<file path="src/rtl/sd_otf_converter.sv">
// Digit-serial signed-digit to two's-complement converter (on-the-fly, Q/QM pair, no carry chain).
// Latency: out_valid rises the cycle after the last digit of a word is accepted.
// Backpressure: in_ready drops while a finished word waits; it returns the cycle after out_valid&out_ready.
// Ports:
//   clk, rst            rising-edge clock, async active-high reset
//   clr                 synchronous abort of the partial/pending word (wins over both handshakes)
//   in_valid/in_ready   digit handshake, in_digit = {p,n}: 10=+1, 01=-1, 00/11=0 (11 flagged)
//   out_valid/out_ready word handshake, out_data = NDIG+1 bit two's complement, out_err = saw a 11 digit
module sd_otf_converter #(
  parameter int NDIG = 8
) (
  input  logic            clk,
  input  logic            rst,
  input  logic            clr,
  input  logic            in_valid,
  output logic            in_ready,
  input  logic [1:0]      in_digit,
  output logic            out_valid,
  input  logic            out_ready,
  output logic [NDIG:0]   out_data,
  output logic            out_err
);

  localparam int CW = $clog2(NDIG);
  localparam int W  = NDIG + 1;

  typedef enum logic {ACC = 1'b0, DONE = 1'b1} state_t;

  state_t        state, state_nxt;
  logic [CW-1:0] cnt;
  logic [W-1:0]  q, qm;
  logic [W-1:0]  q_nxt, qm_nxt;
  logic          err;
  logic          accept;
  logic          last;
  logic          illegal;

  assign accept  = in_valid & in_ready & ~clr;
  assign last    = (cnt == CW'(NDIG - 1));
  assign illegal = (in_digit == 2'b11);

  // On-the-fly append: Q holds the converted prefix, QM = Q-1. A -1 digit
  // borrows from the prefix, which is exactly QM, so no carry ever ripples.
  always_comb begin
    q_nxt  = {q[W-2:0], 1'b0};
    qm_nxt = {qm[W-2:0], 1'b1};
    case (in_digit)
      2'b10: begin
        q_nxt  = {q[W-2:0], 1'b1};
        qm_nxt = {q[W-2:0], 1'b0};
      end
      2'b01: begin
        q_nxt  = {qm[W-2:0], 1'b1};
        qm_nxt = {qm[W-2:0], 1'b0};
      end
      default: begin
        q_nxt  = {q[W-2:0], 1'b0};
        qm_nxt = {qm[W-2:0], 1'b1};
      end
    endcase
  end

  // State register
  always_ff @(posedge clk or posedge rst) begin
    if (rst) begin
      state <= ACC;
    end else begin
      state <= state_nxt;
    end
  end

  // Next-state logic
  always_comb begin
    state_nxt = state;
    if (clr) begin
      state_nxt = ACC;
    end else begin
      case (state)
        ACC:     if (accept && last)        state_nxt = DONE;
        DONE:    if (out_valid && out_ready) state_nxt = ACC;
        default:                             state_nxt = ACC;
      endcase
    end
  end

  // Output logic
  always_comb begin
    in_ready = (state == ACC);
  end

  // Datapath and output registers
  always_ff @(posedge clk or posedge rst) begin
    if (rst) begin
      cnt       <= '0;
      q         <= '0;
      qm        <= '1;
      err       <= 1'b0;
      out_valid <= 1'b0;
      out_data  <= '0;
      out_err   <= 1'b0;
    end else if (clr) begin
      // out_data/out_err deliberately keep their last value
      cnt       <= '0;
      q         <= '0;
      qm        <= '1;
      err       <= 1'b0;
      out_valid <= 1'b0;
    end else begin
      if (out_valid && out_ready) begin
        out_valid <= 1'b0;
      end
      if (accept) begin
        if (last) begin
          out_data  <= q_nxt;
          out_err   <= err | illegal;
          out_valid <= 1'b1;
          cnt       <= '0;
          q         <= '0;
          qm        <= '1;
          err       <= 1'b0;
        end else begin
          cnt <= cnt + CW'(1);
          q   <= q_nxt;
          qm  <= qm_nxt;
          err <= err | illegal;
        end
      end
    end
  end

endmodule

</file>
<file path="config.mk">
export PLATFORM = sky130hd
export DESIGN_NAME = sd_otf_converter
export DESIGN_NICKNAME = d
export VERILOG_FILES = /design/src/rtl/sd_otf_converter.sv
export SDC_FILE = /design/constraint.sdc
export NUM_CORES = 1
export LEC_CHECK = 0
export ABC_AREA = 1
export BUFFER_PORTS_ARGS = -buffer_cell sky130_fd_sc_hd__clkbuf_2
export CORE_MARGIN = 8
export CORE_UTILIZATION = 25
export DETAILED_ROUTE_END_ITERATION = 10
export GPL_TIMING_DRIVEN = 1
export PLACE_DENSITY = 0.43
export SYNTH_ARGS = -nofsm -noshare
export SYNTH_HDL_FRONTEND = slang
export SYNTH_SLANG_ARGS = --single-unit
</file>
<file path="constraint.sdc">
create_clock -name clk -period 1.3 [get_ports clk]
set_input_delay 0.13 -clock clk [delete_from_list [all_inputs] [get_ports clk]]
set_output_delay 0.13 -clock clk [all_outputs]
set_load 0.005 [all_outputs]
</file>
# After elaboration in Yosys (flattened, before gate mapping)
# Cells that the tools add are included.
# word_totals
out_inout_bits	12
regBits	32
elab_cells	44
input_bits	7
# classes
n_eq_ne	4
n_addsub	1
bitwise	5
muxes	22
n_reduce_logical	4
# op_table
op	n
2-to-1 mux 8 bit	6
case mux 9 bit (2 select lines)	1
case mux 8 bit (2 select lines)	1
2-to-1 mux 1 bit	10
2-to-1 mux 3 bit	3
equality test 2 bit, second input constant	2
adder 3 x 1 -> 3 bit, second input constant	1
equality test 3 bit, second input constant	1
AND reduction 3 bit	1
AND 1 bit	2
equality test 2 x 1 -> 1 bit, second input constant	1
logical AND 1 bit	2
inverter 1 bit	2
case mux 1 bit (2 select lines)	1
nonzero test 2 bit	1
bitwise OR 1 bit	1

# Logic depth before layout (Yosys ltp)
# depth
word_depth	7
ltp_mapped	9
ltp_nobuf	8

# Worst setup path after synthesis
# No wires, ideal clock.
# synth_timing
path_kind	register to register
start	reg cnt[0]
end	reg q[1]
t_arrival_ns	1.309
required_time_ns	1.235
path_buffers	0
setup_slack_ns	-0.074
period_less_slack_ns	1.374
path_stages_with_launch	8
path_cell_list	dfrtp_1 ha_1 ha_1 nor2_2 nand2_1 inv_2 nand2_1 nand2_1
# synth_via
elab_chain_len	4
# synth_rtl
element	line	rtl
start, declared	30	logic [CW-1:0] cnt;
start signal, assigned	122	cnt <= cnt + CW'(1);
equality test 3 bit	39	assign last = (cnt == CW'(NDIG - 1));
2-to-1 mux 8 bit	113	if (last) begin
2-to-1 mux 8 bit	112	if (accept) begin
2-to-1 mux 8 bit	101	end else if (clr) begin
end signal, assigned	123	q <= q_nxt;
end, declared	31	logic [W-1:0] q, qm;
# No other way between the ends. The select of a mux whose other input is x is not followed.
# A chain may end at the register's enable or synchronous reset.

# Final worst setup path
# layout_timing
start	reg cnt[0]
end	reg out_data[5]
# layout_via
elab_chain_len	2
# layout_rtl
element	line	rtl
equality test 3 bit	39	
AND reduction 3 bit (no line)	-	
end signal, assigned	114	out_data <= q_nxt;
end, declared	20	output logic [NDIG:0] out_data,
# No other way between the ends.

==> results.yml <==
outcome:
  status: "complete, but fails checks"
  violations: "negative setup slack"
global_routing:
  gr-total-overflow: 0
  grt_pass1_wl_mm: 7.18
  track_usage_pct: 9.21
  grt_pass1_vias: 1475
  grt_max_degree: 33
  antenna_found_initial: 0
floorplan:
  pin_count: 19
  die_h_microns: 97.6
  core_sq_um: 6390
  start_util_pct: 26.1
  die-area_sq_um: 9530
  fp.dieW_microns: 97.6
  num_rows: 29
sta:
  slew_viol_final: 0
  period_share_pct: 102
  setup_viol: 6
  whs_ns: 0.0948
  worst_clock_skew_ns: 0.00433
  hold_viol_final: 0
  slew-limit-headroom_pct: 72.1
  finalCriticalPeriod_ns: 1.32
  worst_pin_slew_ns: 0.419
  timing.final.ws_setup_ns: -0.0223
  max_freq_mhz: 756
  rsz0062_at_grt: "yes"
clock_tree:
  clockBufferDepth: 2
  insertion_delay_ns: 0.29
  cts_tree: "built"
  cts_sinks: 32
  cts.clk_slew.worst_paths_ns: 0.07
  cts_max_level: 2
  numCtsBuffers: 5
  cts-root-buf: "clkbuf_8"
worst_setup_path:
  reg2reg_depth: 7
  critPathLaunch: "cnt[0]$_DFFE_PP0P_"
  critPathKind: "reg2reg"
  r2r_end: "out_data[5]$_DFFE_PP0P_"
  end_kind: "register"
  rrSetupSlack_ns: -0.02
  r2r_start: "cnt[0]$_DFFE_PP0P_"
  cp.arrival_ns: 1.55
  crit_path_end: "out_data[5]$_DFFE_PP0P_"
  path_max_fanout: 5
  cp-start-kind: "register"
  critical_path_required_ns: 1.53
routing:
  ant_nets: 0
  num_vias: 1416
  initialDrtViolationCount: 87
  drc: 0
  viasPerCell: 4.18
  drt_wl_total_mm: 4.17
  avgRoutedWirePerCell_microns: 12.3
  dr.pass1.iters: 4
power_and_ir_drop:
  ir_worst_vdd_v: 0.000392
  p_leak_nw: 1.18
  power.density_nw_per_um2: 1030
synthesis:
  synth_fp_nets: 238
  synth.cell_area_sq_um: 1670
  synth.distinct_cells: 20
  synthCells: 225
  ys_ff_latch: 32
  avgSynthCellArea_sq_um: 7.41
  yosys_warnings: 0
  yosysSeqAreaShare_pct: 48.6
layout:
  most-common-layout-cells: "nand2_1, dfrtp_1, nor2_1"
  antenna_cells: 0
  nets: 275
  final_common_cell: "nand2_1"
  drive_gt1_share_pct: 30.5
  areaGrowthSynthToFinish_pct: 30.7
worst_hold_path:
  hp-class: "in2reg"
placed_design:
  placement.io_buffers: 18
  hpwl_mm: 2.79
  place_ws_ns: -0.126
  gp_congestion: 0.710
run:
  cap_violations: 0
## layout make-up
class                      count  area (sq um)
fill                         700          4210
clock buffer                   7          96.3
tap                           77          96.3
timing repair buffer          34           243
inverter                      10          47.5
sequential                    32           811
multi-input combinational    179           885
## Yosys cell counts, drive strengths merged
library cell / number / area [sq um]
o21a: 1 / 7.51
a21oi: 7 / 35.0
clkinv: 1 / 3.75
dfrtp: 24 / 601
buf: 3 / 27.5
or2: 1 / 6.26
o21ai: 2 / 10.0
nand2: 124 / 478
ha: 6 / 75.1
nor2: 26 / 118
inv: 9 / 33.8
nand3: 10 / 50.1
dfstp: 8 / 210
clkbuf: 3 / 11.3
## metrics by stage
step	power [mW]	area [sq um]	util, %	TNS (ns)	instances
after floorplan	1.29	1680	-	0	225
after global placement	1.39	1910	29.9	-1.52	324
after detailed placement	1.39	1910	29.9	-2.02	324
after CTS	2.27	2080	32.5	0	335
after global routing	2.37	2180	34.1	-1.40	339
final	2.24	2180	34.1	-0.0982	339
## how the worst min path moves through the flow
stage | from | end | slack, ns | cells past startpoint
finish | out_ready | out_valid$_DFF_PP0_ | 0.09 | 4
global placement | rst | out_err$_DFFE_PP0P_ | 0.22 | 3
floorplan | rst | cnt[0]$_DFFE_PP0P_ | 0.24 | 1
CTS | out_ready | out_valid$_DFF_PP0_ | 0.09 | 4
global route | out_ready | out_valid$_DFF_PP0_ | 0.11 | 4
detailed placement | rst | out_err$_DFFE_PP0P_ | 0.23 | 3
## logic make-up after synthesis
kind of cell    count (synthesis)  synth area share (%)
compound gates                 10                  3.15
fa+ha+maj                       6                  4.50
buf+inv                        16                  4.58
flops                          32                  48.6
simple gates                  161                  39.1
## critical path: stages, from the launching register on
cell,delay (ns)
dfrtp_1,0.42
ha_4,0.19
buf_4,0.14
ha_4,0.17
nand2_4,0.10
clkbuf_16,0.15
nand2_1,0.05
nand2_1,0.05
## state kept, by name, indices dropped and copies added, names as in the netlist
signal     flops
cnt            3
qm             8
out_data       9
err            1
out_valid      1
state          1
q              8
out_err        1
## where the power goes
part	switching (mW)	internal [mW]
Clock	0.363	0.471
Combinational	0.190	0.121
Sequential	0.0362	1.06
## timing repair
action,CTS,global route
hold buffers,1,0
hold endpoints to repair,24,0
setup buffers,1,3
gates cloned,2,1
resized for setup,10,17
endpoints found under the setup margin,29,29
pin swaps,3,11
## metal layers
layer,wire [microns],global-route usage [%],up-vias,part of all wire [%]
li1,-,-,768,-
met1,2020,10.8,621,48
met2,1880,14.5,17,45
met3,155,2.92,10,3.7
met4,117,5.24,0,2.8
met5,0,0,-,0
No activity file was read; power rests on OpenSTA's default activity.
